`config.mk`:
```
export PLATFORM = sky130hd
export DESIGN_NAME = cache_control_nway
export DESIGN_NICKNAME = d
export VERILOG_FILES = /design/src/rtl/cache_control_nway.sv
export SDC_FILE = /design/constraint.sdc
export NUM_CORES = 1
export LEC_CHECK = 0
export CAP_MARGIN = 20
export CELL_PAD_IN_SITES_DETAIL_PLACEMENT = 0
export CELL_PAD_IN_SITES_GLOBAL_PLACEMENT = 1
export CORE_ASPECT_RATIO = 1.4
export CORE_UTILIZATION = 21
export DETAILED_ROUTE_END_ITERATION = 8
export PLACE_DENSITY_LB_ADDON = 0.1
export SETUP_SLACK_MARGIN = 0.02
export SYNTH_ARGS = -nofsm -noshare
export SYNTH_HDL_FRONTEND = slang
export SYNTH_SLANG_ARGS = --single-unit
```
`constraint.sdc`:
```
create_clock -name clk -period 1.6 [get_ports clk]
set_input_delay 0.16 -clock clk [delete_from_list [all_inputs] [get_ports clk]]
set_output_delay 0.16 -clock clk [all_outputs]
set_load 0.01 [all_outputs]
```
`src/rtl/cache_control_nway.sv`:
```
// N-way set-associative write-back cache controller: hit/miss, dirty write-back, fill, allocate.
// Optional performance counters (hit_cnt, miss_cnt, wb_cnt) are built when CACHE_PERF_CNT_EN is defined.
module cache_control_nway #(
  parameter int WAYS = 4,
  localparam int WB = $clog2(WAYS),
  localparam int PB = WAYS - 1
) (
  input  logic          clk,
  input  logic          rst_n,
  input  logic          mem_read,
  input  logic          mem_write,
  input  logic [WAYS-1:0] hit,
  input  logic [WAYS-1:0] valid,
  input  logic [WAYS-1:0] dirty,
  input  logic [PB-1:0] plru_in,
  input  logic          pmem_resp,
  output logic          mem_resp,
  output logic [WAYS-1:0] way_sel,
  output logic          tag_write,
  output logic          valid_write,
  output logic          data_write,
  output logic          save_to_cache_sel,
  output logic          dirty_set,
  output logic          dirty_reset,
  output logic          plru_write,
  output logic [PB-1:0] plru_out,
  output logic          pmem_read,
  output logic          pmem_write,
  output logic          pmem_addr_sel
`ifdef CACHE_PERF_CNT_EN
  ,
  output logic [31:0]   hit_cnt,
  output logic [31:0]   miss_cnt,
  output logic [31:0]   wb_cnt
`endif
);

  typedef enum logic [1:0] {S_IDLE, S_WRITEBACK, S_FILL, S_ALLOCATE} state_t;

  state_t          r_state, w_next;
  logic [WB-1:0]   r_vic, w_vic_next;
  logic            w_req, w_hit_any, w_wb_needed;
  logic [WB-1:0]   w_hit_idx, w_inv_idx, w_choose;
  logic [WAYS-1:0] w_hit_oh, w_vic_oh;

  // Tree walk: node 0 is the root, children of node n are 2n+1 / 2n+2; a 0 bit points low.
  function automatic logic [PB-1:0] plru_touch(input logic [PB-1:0] bits, input logic [WB-1:0] w);
    int   n;
    logic b;
    plru_touch = bits;
    n = 0;
    for (int l = 0; l < WB; l++) begin
      b = w[WB-1-l];
      for (int k = 0; k < PB; k++)
        if (k == n) plru_touch[k] = ~b;
      n = 2 * n + 1 + int'(b);
    end
  endfunction

  function automatic logic [WB-1:0] plru_victim(input logic [PB-1:0] bits);
    int   n;
    logic b;
    n = 0;
    for (int l = 0; l < WB; l++) begin
      b = 1'b0;
      for (int k = 0; k < PB; k++)
        if (k == n) b = bits[k];
      n = 2 * n + 1 + int'(b);
    end
    return WB'(n - PB);
  endfunction

  assign w_req     = mem_read | mem_write;
  assign w_hit_any = |hit;

  // Descending scans leave the lowest matching index in place.
  always_comb begin
    w_hit_idx = '0;
    w_inv_idx = '0;
    for (int i = WAYS - 1; i >= 0; i--) begin
      if (hit[i])   w_hit_idx = WB'(i);
      if (!valid[i]) w_inv_idx = WB'(i);
    end
  end

  assign w_choose    = (&valid) ? plru_victim(plru_in) : w_inv_idx;
  assign w_wb_needed = valid[w_choose] & dirty[w_choose];
  assign w_hit_oh    = WAYS'(1) << w_hit_idx;
  assign w_vic_oh    = WAYS'(1) << r_vic;

  // NOTE: every output and next-state signal gets a default first, so no path can infer a latch.
  always_comb begin
    w_next            = r_state;
    w_vic_next        = r_vic;
    mem_resp          = 1'b0;
    way_sel           = '0;
    tag_write         = 1'b0;
    valid_write       = 1'b0;
    data_write        = 1'b0;
    save_to_cache_sel = 1'b0;
    dirty_set         = 1'b0;
    dirty_reset       = 1'b0;
    plru_write        = 1'b0;
    plru_out          = '0;
    pmem_read         = 1'b0;
    pmem_write        = 1'b0;
    pmem_addr_sel     = 1'b0;
    // Outputs stay quiet while reset is held, even with a hit presented.
    if (rst_n) begin
      unique case (r_state)
        S_IDLE: begin
          if (w_req && w_hit_any) begin
            mem_resp   = 1'b1;
            way_sel    = w_hit_oh;
            plru_write = 1'b1;
            plru_out   = plru_touch(plru_in, w_hit_idx);
            if (mem_write) begin
              data_write        = 1'b1;
              save_to_cache_sel = 1'b1;
              dirty_set         = 1'b1;
            end
          end else if (w_req) begin
            w_vic_next = w_choose;
            w_next     = w_wb_needed ? S_WRITEBACK : S_FILL;
          end
        end
        S_WRITEBACK: begin
          pmem_write    = 1'b1;
          pmem_addr_sel = 1'b1;
          way_sel       = w_vic_oh;
          if (pmem_resp) w_next = S_FILL;
        end
        S_FILL: begin
          pmem_read = 1'b1;
          if (pmem_resp) w_next = S_ALLOCATE;
        end
        S_ALLOCATE: begin
          way_sel     = w_vic_oh;
          tag_write   = 1'b1;
          valid_write = 1'b1;
          data_write  = 1'b1;
          dirty_reset = 1'b1;
          plru_write  = 1'b1;
          plru_out    = plru_touch(plru_in, r_vic);
          w_next      = S_IDLE;
        end
        default: w_next = S_IDLE;
      endcase
    end
  end

  // NOTE: state registers use non-blocking assignments so all flops update together at the edge.
  always_ff @(posedge clk or negedge rst_n) begin
    if (!rst_n) begin
      r_state <= S_IDLE;
      r_vic   <= '0;
    end else begin
      r_state <= w_next;
      r_vic   <= w_vic_next;
    end
  end

  always @(posedge clk) begin
    if (rst_n && r_state == S_IDLE && w_req)
      assert ($onehot0(hit)) else $error("cache_control_nway: multiple hit bits set (%b)", hit);
  end

`ifdef CACHE_PERF_CNT_EN
  logic [31:0] r_hit_cnt, r_miss_cnt, r_wb_cnt;
  logic        w_hit_evt, w_miss_evt, w_wb_evt;

  assign w_hit_evt  = rst_n && r_state == S_IDLE && w_req && w_hit_any;
  assign w_miss_evt = rst_n && r_state == S_IDLE && w_req && !w_hit_any;
  assign w_wb_evt   = rst_n && r_state == S_WRITEBACK && pmem_resp;

  always_ff @(posedge clk or negedge rst_n) begin
    if (!rst_n) begin
      r_hit_cnt  <= '0;
      r_miss_cnt <= '0;
      r_wb_cnt   <= '0;
    end else begin
      if (w_hit_evt  && r_hit_cnt  != '1) r_hit_cnt  <= r_hit_cnt  + 32'd1;
      if (w_miss_evt && r_miss_cnt != '1) r_miss_cnt <= r_miss_cnt + 32'd1;
      if (w_wb_evt   && r_wb_cnt   != '1) r_wb_cnt   <= r_wb_cnt   + 32'd1;
    end
  end

  assign hit_cnt  = r_hit_cnt;
  assign miss_cnt = r_miss_cnt;
  assign wb_cnt   = r_wb_cnt;
`endif

endmodule

```
==> flow_metrics.tcl, run 1 <==
set metrics [dict create \
    finalHoldViolCount 0 \
    outcome "complete, but fails checks" \
    synth_nets 107 \
    start_kind "flip-flop" \
    max-slew-margin-rel_pct 83.2 \
    clk_latency_ps 240 \
    p_leak_nw 0.651 \
    grtUsageTotal_pct 16.5 \
    cp_slowest_stage_delay_ps 400 \
    async_flop_share_pct 100 \
    powerDensity_mw_per_mm2 1140 \
    worstSetupPathType "reg2out" \
    gp_congestion 0.753 \
    cp_cell_sequence "inv_2 -> ha_4 -> o21a_1 -> and3_4 -> and2_4 -> o21ba_4 -> buf_6" \
    syn_area_um2 606 \
    yosysMostFrequentCell "nor2_1" \
    routed_wl_mm 2.30 \
    ff_latch_area_um2 101 \
    hp-class "in2async" \
    clockBufferDepth 2 \
    core_mm2 0.00267 \
    yosys_warnings 0 \
    worstReg2RegEnd "r_state[1]" \
    drt_iter0_markers 15 \
    vias 872 \
    clockRootBuffer "clkbuf_4" \
    diodes 0 \
    synth.top_cells.by_count "10 x nor2_1, 8 x a21oi_1, 6 x nand2_1, 5 x ha_1" \
    grt_pass1_wl_mm 3.62 \
    cts_max_level 1 \
    ys.flop_type "dfrtp_1" \
    end_kind "output pin" \
    failed_checks "setup timing" \
    multiInputGateArea_um2 599 \
    cts_sinks 4 \
    layout.nets 180 \
    cts_buffers 3 \
    setup_slack_ps -172 \
    cts_tree "built" \
    worstPathArrival_ps 1610 \
    fin_crit_sh_pct 111 \
    antenna_found_initial 0 \
    dp_hpwl_mm 1.80 \
    syn_avg_cell_area_um2 7.39 \
    drive_gt1_share_pct 52.3 \
    firstDrtPassIters 4 \
    io_buffer_count 37 \
    post-route-util_pct 52.2 \
    power_mw 1.59 \
    reg2reg_from "r_state[0]" \
    synth_edf_count 0 \
    floorplan.initialDensity_pct 22.7 \
    ioPinCount 38 \
    holdWs_ps 386 \
    ir_drop_mv 0.653 \
    finalSetupViolCount 12 \
    synth_area_leaders "dfrtp_1 17%, ha_1 10%, a21oi_1 6.6%, nor2_1 6.2%, mux2_1 5.6%" \
    maxCapViolations 0 \
    grt_pass1_vias 874 \
    fmax_mhz 564 \
    grt.overflow.total 0 \
    path_clk_slew_ps 40 \
    ant_nets 0 \
    grt_max_degree 7 \
    netlist.area_leader.share_pct 16.5 \
    ys_seq_area_share_pct 16.5 \
    syn_to_final_growth_pct 130 \
    nFillCells 280 \
    worstMarginPinSlew_ps 252 \
    synth_cell_types 31 \
    wire_per_inst_um 12.2 \
    yosysTopAreaCell "dfrtp_1" \
    die-area_mm2 0.00311 \
    fin_skew_ps 3.00 \
    path_max_fanout 4 \
    synth-seq-cells 4 \
    grt_setup_unrepaired "true" \
    die_w_um 47.4 \
    period_needed_ps 1770 \
    drc 0 \
    synth_cells 82 \
    ff2ff_path_depth 8 \
    rows 22 \
    die_h_um 65.5 \
    vias_per_cell 4.61 \
    dp_cells 181 \
    maxSlewViolCount 0 \
    required_ps 1440 \
    tns_ps -1100 \
    rrSetupSlack_ps 50 \
    instances_no_fill 189 \
    critPathSlowestCell "dfrtp_1" \
]
[flip-flops by register name, summed over array words and instances (netlist names)]
signal	flops
r_state	2
r_vic	2
[layer usage]
layer	part of all wire, %	vias up	GRT usage [%]	routed length, um
met1	35	400	16.4	799
met3	3.6	7	2.20	82
met5	0	-	0	0
met4	3.0	0	8.93	68
met2	59	26	30.5	1350
li1	-	439	-	-
[placed cells by master, fill, tap and decap left out, types with 2 or more instances in the layout]
master           instances
nand2_1                  6
o211ai_1                 2
buf_4                   31
and2_4                   2
a21oi_1                  6
nor2_4                   2
nor2_1                   8
mux2_1                   3
clkbuf_4                 3
nand3b_1                 2
dfrtp_1                  3
a21oi_2                  2
buf_2                   12
buf_6                   10
and2_1                   2
inv_1                    2
o21ai_1                  2
ha_4                     3
clkdlybuf4s50_1         16
nand2b_1                 2
inv_2                    2
o21ai_0                  3
dlymetal6s2s_1           3
nor4_4                   2
[worst max-delay path by stage]
stage          startpoint         end  slack (ps)
2_1_floorplan  r_state[1]  data_write          50
6_report       r_state[1]  data_write        -170
3_3_place_gp       hit[2]  data_write        -410
4_1_cts        r_state[1]  data_write        -180
3_5_place_dp       hit[2]  data_write        -430
5_1_grt        r_state[1]  data_write        -240
[cells by family (layout without fill, tap and decap cells)]
logic type	count (synthesis)	count (layout)	synth area share [%]
AND/OR/NAND/NOR	34	34	28.9
adder cells (fa/ha/maj)	5	5	10.3
flip-flops	4	4	16.5
AO/OA/AOI/OAI	25	25	25.2
multiplexers	5	5	10.9
buffers and inverters	9	80	8.06
[where the power goes]
group / total (mW) / switching, mW / internal, mW
logic: 1.28 / 0.566 / 0.718
registers: 0.178 / 0.0400 / 0.138
clock network: 0.123 / 0.0396 / 0.0837
[repair_timing]
action	CTS	global route
setup endpoints to repair	20	20
resized for setup	93	16
pin swaps	11	9
endpoints found under the hold margin	0	0
setup buffers	4	1
hold buffers	0	0
[area by class of cell]
type	instances	share of cell area, %
sequential	4	7.26
multi-input combinational	69	43.0
timing repair buffer	73	43.9
tap	36	3.23
clock buffer	3	1.61
inverter	4	1.08
[critical path: cells and delay by family, from the launching register on]
family	cells	cell delay, ps
buffers and inverters	2	200
AOI/OAI and AO/OA	2	300
and+or+nand+nor	2	310
DFF	1	400
adders and majority gates	1	170
[per-stage QoR]
step	area [um^2]	worst slack (ps)
after floorplan	626	50.8
after global placement	1240	-407
after detailed placement	1240	-428
after CTS	1320	-180
after global routing	1400	-242
final	1400	-172
No activity file was read; power rests on OpenSTA's default activity.
==> run 2: changes to the inputs <==
--- a/config.mk
+++ b/config.mk
@@ -5,6 +5,7 @@
 export SDC_FILE = /design/constraint.sdc
 export NUM_CORES = 1
 export LEC_CHECK = 0
+export ABC_CLOCK_PERIOD_IN_PS = 1600
 export CAP_MARGIN = 20
 export CELL_PAD_IN_SITES_DETAIL_PLACEMENT = 0
 export CELL_PAD_IN_SITES_GLOBAL_PLACEMENT = 1
==> results of run 2 <==
Final layout, timing and power as in run 1 (identical DEF).
